===== config.mk =====
export PLATFORM = sky130hd
export DESIGN_NAME = ram_access_arbiter
export DESIGN_NICKNAME = d
export VERILOG_FILES = /design/src/rtl/ram_access_arbiter.sv
export SDC_FILE = /design/constraint.sdc
export NUM_CORES = 1
export LEC_CHECK = 0
export CAP_MARGIN = 20
export CORE_MARGIN = 2
export CORE_UTILIZATION = 33
export DETAILED_ROUTE_END_ITERATION = 10
export GPL_ROUTABILITY_DRIVEN = 0
export PLACE_DENSITY = 0.8
export SLEW_MARGIN = 20
export SYNTH_ARGS = -nofsm -noshare
export SYNTH_HDL_FRONTEND = slang
export SYNTH_SLANG_ARGS = --single-unit
export TNS_END_PERCENT = 30

===== constraint.sdc =====
create_clock -name clk -period 1.7 [get_ports clk]
set_clock_uncertainty 0.2 [all_clocks]
set_input_delay 0.34 -clock clk [delete_from_list [all_inputs] [get_ports clk]]
set_output_delay 0.34 -clock clk [all_outputs]
set_load 0.005 [all_outputs]

===== src/rtl/ram_access_arbiter.sv =====
// ram_access_arbiter
// Shares one dual-port RAM between two requesters. RAM port 0 carries at
// most one write per cycle and RAM port 1 carries at most one read per
// cycle; each port has its own round-robin pointer. Read data is captured
// from the RAM's combinational read port at the accept edge and returned
// as a one-cycle response pulse on the following cycle.
//
// Ports:
//   clk, rst_n                  clock, synchronous active-low reset
//   reqN_valid/we/addr/wdata    request from requester N (held until ready)
//   reqN_ready                  combinational accept for requester N
//   rspN_valid/rdata            registered read response to requester N
//   ram_addr_0/we_0/oe_0/data_0 RAM write port drive
//   ram_addr_1/we_1/oe_1        RAM read port drive, ram_data_1 read data
module ram_access_arbiter #(
  parameter int DATA_WIDTH = 8,
  parameter int ADDR_WIDTH = 4
) (
  input  logic                  clk,
  input  logic                  rst_n,
  input  logic                  req0_valid,
  input  logic                  req0_we,
  input  logic [ADDR_WIDTH-1:0] req0_addr,
  input  logic [DATA_WIDTH-1:0] req0_wdata,
  output logic                  req0_ready,
  output logic                  rsp0_valid,
  output logic [DATA_WIDTH-1:0] rsp0_rdata,
  input  logic                  req1_valid,
  input  logic                  req1_we,
  input  logic [ADDR_WIDTH-1:0] req1_addr,
  input  logic [DATA_WIDTH-1:0] req1_wdata,
  output logic                  req1_ready,
  output logic                  rsp1_valid,
  output logic [DATA_WIDTH-1:0] rsp1_rdata,
  output logic [ADDR_WIDTH-1:0] ram_addr_0,
  output logic                  ram_we_0,
  output logic                  ram_oe_0,
  output logic [DATA_WIDTH-1:0] ram_data_0,
  output logic [ADDR_WIDTH-1:0] ram_addr_1,
  output logic                  ram_we_1,
  output logic                  ram_oe_1,
  input  logic [DATA_WIDTH-1:0] ram_data_1
);

  // Pointer value 1 means requester 1 was granted last, so requester 0 wins
  // the next contention.
  logic                  wr_last_q, wr_last_d;
  logic                  rd_last_q, rd_last_d;
  logic                  rsp0_valid_q, rsp0_valid_d;
  logic                  rsp1_valid_q, rsp1_valid_d;
  logic [DATA_WIDTH-1:0] rsp0_rdata_q, rsp0_rdata_d;
  logic [DATA_WIDTH-1:0] rsp1_rdata_q, rsp1_rdata_d;

  logic wr_cand0_s, wr_cand1_s, rd_cand0_s, rd_cand1_s;
  logic wr_gnt0_s, wr_gnt1_s, rd_gnt0_s, rd_gnt1_s;

  // Candidate detection and round-robin grant for both RAM ports.
  // Candidates are qualified with rst_n so nothing is accepted in reset.
  always_comb begin
    wr_cand0_s = rst_n & req0_valid & req0_we;
    wr_cand1_s = rst_n & req1_valid & req1_we;
    rd_cand0_s = rst_n & req0_valid & ~req0_we;
    rd_cand1_s = rst_n & req1_valid & ~req1_we;
    wr_gnt0_s  = wr_cand0_s & (~wr_cand1_s | wr_last_q);
    wr_gnt1_s  = wr_cand1_s & (~wr_cand0_s | ~wr_last_q);
    rd_gnt0_s  = rd_cand0_s & (~rd_cand1_s | rd_last_q);
    rd_gnt1_s  = rd_cand1_s & (~rd_cand0_s | ~rd_last_q);
    req0_ready = wr_gnt0_s | rd_gnt0_s;
    req1_ready = wr_gnt1_s | rd_gnt1_s;
  end

  // RAM write-port drive; zeroed when no write is granted.
  always_comb begin
    if (wr_gnt0_s) begin
      ram_we_0   = 1'b1;
      ram_oe_0   = 1'b1;
      ram_addr_0 = req0_addr;
      ram_data_0 = req0_wdata;
    end else if (wr_gnt1_s) begin
      ram_we_0   = 1'b1;
      ram_oe_0   = 1'b1;
      ram_addr_0 = req1_addr;
      ram_data_0 = req1_wdata;
    end else begin
      ram_we_0   = 1'b0;
      ram_oe_0   = 1'b0;
      ram_addr_0 = {ADDR_WIDTH{1'b0}};
      ram_data_0 = {DATA_WIDTH{1'b0}};
    end
  end

  // RAM read-port drive; port 1 never writes.
  always_comb begin
    ram_we_1 = 1'b0;
    if (rd_gnt0_s) begin
      ram_oe_1   = 1'b1;
      ram_addr_1 = req0_addr;
    end else if (rd_gnt1_s) begin
      ram_oe_1   = 1'b1;
      ram_addr_1 = req1_addr;
    end else begin
      ram_oe_1   = 1'b0;
      ram_addr_1 = {ADDR_WIDTH{1'b0}};
    end
  end

  // Next-state: pointers move only on a grant, responses pulse for one
  // cycle and the data word holds until the next read to that requester.
  always_comb begin
    if (wr_gnt0_s) begin
      wr_last_d = 1'b0;
    end else if (wr_gnt1_s) begin
      wr_last_d = 1'b1;
    end else begin
      wr_last_d = wr_last_q;
    end
    if (rd_gnt0_s) begin
      rd_last_d = 1'b0;
    end else if (rd_gnt1_s) begin
      rd_last_d = 1'b1;
    end else begin
      rd_last_d = rd_last_q;
    end
    rsp0_valid_d = rd_gnt0_s;
    rsp1_valid_d = rd_gnt1_s;
    if (rd_gnt0_s) begin
      rsp0_rdata_d = ram_data_1;
    end else begin
      rsp0_rdata_d = rsp0_rdata_q;
    end
    if (rd_gnt1_s) begin
      rsp1_rdata_d = ram_data_1;
    end else begin
      rsp1_rdata_d = rsp1_rdata_q;
    end
  end

  // State registers; reset drops any in-flight response.
  always_ff @(posedge clk) begin
    if (!rst_n) begin
      wr_last_q    <= 1'b1;
      rd_last_q    <= 1'b1;
      rsp0_valid_q <= 1'b0;
      rsp1_valid_q <= 1'b0;
      rsp0_rdata_q <= {DATA_WIDTH{1'b0}};
      rsp1_rdata_q <= {DATA_WIDTH{1'b0}};
    end else begin
      wr_last_q    <= wr_last_d;
      rd_last_q    <= rd_last_d;
      rsp0_valid_q <= rsp0_valid_d;
      rsp1_valid_q <= rsp1_valid_d;
      rsp0_rdata_q <= rsp0_rdata_d;
      rsp1_rdata_q <= rsp1_rdata_d;
    end
  end

  assign rsp0_valid = rsp0_valid_q;
  assign rsp1_valid = rsp1_valid_q;
  assign rsp0_rdata = rsp0_rdata_q;
  assign rsp1_rdata = rsp1_rdata_q;

endmodule


==> out/metrics.cfg <==
[grt]
grt_pass1_vias=1221
grt_overflow=0
grt_pass1_wl_mm=5.81
grtUsageTotal_pct=21.8
antenna_found_initial=0
grt_max_degree=15

[drt]
vias_per_cell=4.98
drtIter0Drc=53
antenna_left=0
dr.pass1.iters=7
drt-wirelength-per-cell_um=15.9
vias=1196
drc_errors=10
drt_wl_total_mm=3.82

[cts]
holdBufCountCts=0
cts_tree=built
cts-htree-levels=1
numCtsBuffers=3
cts_buffer_depth=2
cts_sinks=20
clock_latency_ns=0.29
cts_root_buf=clkbuf_4
clk_pin_slew_ns=0.11

[sta]
setup_slack_ns=-0.259
timing.fmax_ghz=0.511
finalSetupViolations=19
period_needed_ns=1.96
final_hold_viol_count=0
finalCritPeriodShare_pct=115
rsz0062_at_grt=yes
final_max_slew_viol_count=0

[finish]
antennaDiodeCount=0
layout-drive-gt1-share_pct=41.1
fin_nets=248
postLayoutCellArea_um2=2050
area_growth_pct=106
fin_cells=240
fill_cells=202

[synth]
yosysSeqAreaShare_pct=40.2
yosysMostFrequentCell=nand2_1
synth_edf_count=0
syn_inst=107
synthArstFlopShare_pct=0
synth_seq_cells=20
synth.net_count=145
avgSynthCellArea_um2=9.32
yosys_warnings=0
yosys.area.top_type=dfxtp_1
synth_top_cells_by_area=dfxtp_1 40%, mux2i_1 16%, a22o_1 14%
synth.top_cell.area_share_pct=40.2
synthTopCellsByCount=26 x nand2_1, 20 x dfxtp_1, 16 x a22o_1, 16 x mux2i_1, 5 x buf_2
syn_area_um2=997
synth_cell_types=21
synthFlopType=dfxtp_1

[floorplanning]
row_count=19
die_x_um=59.0
start_util_pct=35.5
core-area_um2=2810
dieArea_um2=3480
die_h_um=59.0
ios=78

[power_and_ir_drop]
peakVddDrop_mv=0.512
power_density_nw_per_um2=526
p_leak_uw=0.00125

[worst_setup_path]
cp_data_required_time_ns=1.16
worst-path-buf-inv=4
critPathKind=reg2out
critical_path_arrival_ns=1.42
start_kind=register
slowest_delay_ns=0.37
path_cells=a31oi_4 -> buf_6 -> buf_6 -> buf_6 -> a22o_1 -> buf_2
slowest_stage=dfxtp_2
cp_common_cell=buf_6
cp-end-kind=output port
crit_path_max_fanout=4
crit_family=buffers and inverters

[placed_design]
dp.cells=221
placed_cell_area_um2=1860
dpl.hpwl_mm=2.57
portBuffers=76

[hold_path]
worstHoldPathType=reg2reg

[status]
status=finished with violations
violations=DRC, setup timing

[job]
cap_violations=0

cell type report:
cell class                      count  area, um2  share of cell area [%]
Clock buffer                        4       36.3                    1.77
Timing Repair Buffer              107        966                    47.1
Sequential cell                    20        422                    20.6
Inverter                            3       13.8                   0.672
Tap cell                           31       38.8                    1.89
Multi-Input combinational cell     75        573                    28.0
path summary, 6_finish.rpt:
| kind | cells past startpoint | startpoint | endpoint | slack, ns |
|---|---|---|---|---|
| hold reg to reg | 2 | rsp0_rdata[4] | rsp0_rdata[4] | 0.26 |
| hold / removal | 2 | rsp0_rdata[4] | rsp0_rdata[4] | 0.26 |
| setup / recovery | 6 | wr_last_q | ram_addr_0[3] | -0.26 |
| setup reg to reg | 6 | rd_last_q | rsp1_rdata[3] | 0.24 |
repair_timing:
action,CTS,global route
pin swaps,19,4
endpoints found under the setup margin,45,36
buffers inserted,13,0
gates resized for setup,123,32
cloned,2,0
endpoints found under the hold margin,0,0
cells by family after synthesis:
group | after synthesis | synth area share (%)
other cells | 1 | 0.376
buf+inv | 12 | 7.03
flops | 20 | 40.2
compound gates | 23 | 21.1
mux | 16 | 16.1
simple gates | 35 | 15.3
cell usage in the layout (no fill, tap or decap), types with 2 or more instances in the layout:
cell type        instances
buf_4                   17
buf_6                   14
dfxtp_1                  3
dlymetal6s2s_1          17
a22o_1                  16
mux2i_1                 16
clkbuf_2                 3
clkdlybuf4s50_1         33
a31oi_1                  2
dlygate4sd2_1            2
clkbuf_4                 3
dfxtp_2                 17
buf_2                   21
a31oi_4                  2
nand3_2                  2
nand2_1                 26
report_power, final:
part           switching (uW)  total (uW)  internal [uW]  leakage (uW)
clock network             136         266            130     0.0000210
logic                     118         312            194       0.00105
registers                10.2         499            489      0.000169
through the flow:
stage	TNS (ns)	setup WS, ns	power (uW)	hold WS [ns]	utilization (%)
4_1_cts	-3.29	-0.259	1090	0.258	71.9
3_5_place_dp	-22.95	-0.897	805	0.248	66.2
2_1_floorplan	0	0.107	599	0.251	-
5_1_grt	-4.15	-0.315	1130	0.280	73.1
3_3_place_gp	-21.38	-0.807	796	0.244	66.2
6_report	-3.10	-0.259	1080	0.262	73.1
flip-flops by register name (all words and copies together) (netlist names):
register    count
rsp0_rdata      8
rsp1_rdata      8
rd_last_q       1
rsp0_valid      1
rsp1_valid      1
wr_last_q       1
metal layers:
layer	track usage, %	wire length [um]	vias up
li1	-	-	581
met1	23.1	1390	555
met2	42.2	1990	56
met3	5.02	413	4
met4	6.49	34	0
met5	0	0	-
worst register-to-register path: cells and delay by family, from the launching register on:
kind	cells	cell delay, ns
DFF	1	0.36
muxes	1	0.21
buffers and inverters	3	0.41
and+or+nand+nor	2	0.20
Power figures use the tool's default switching activity.
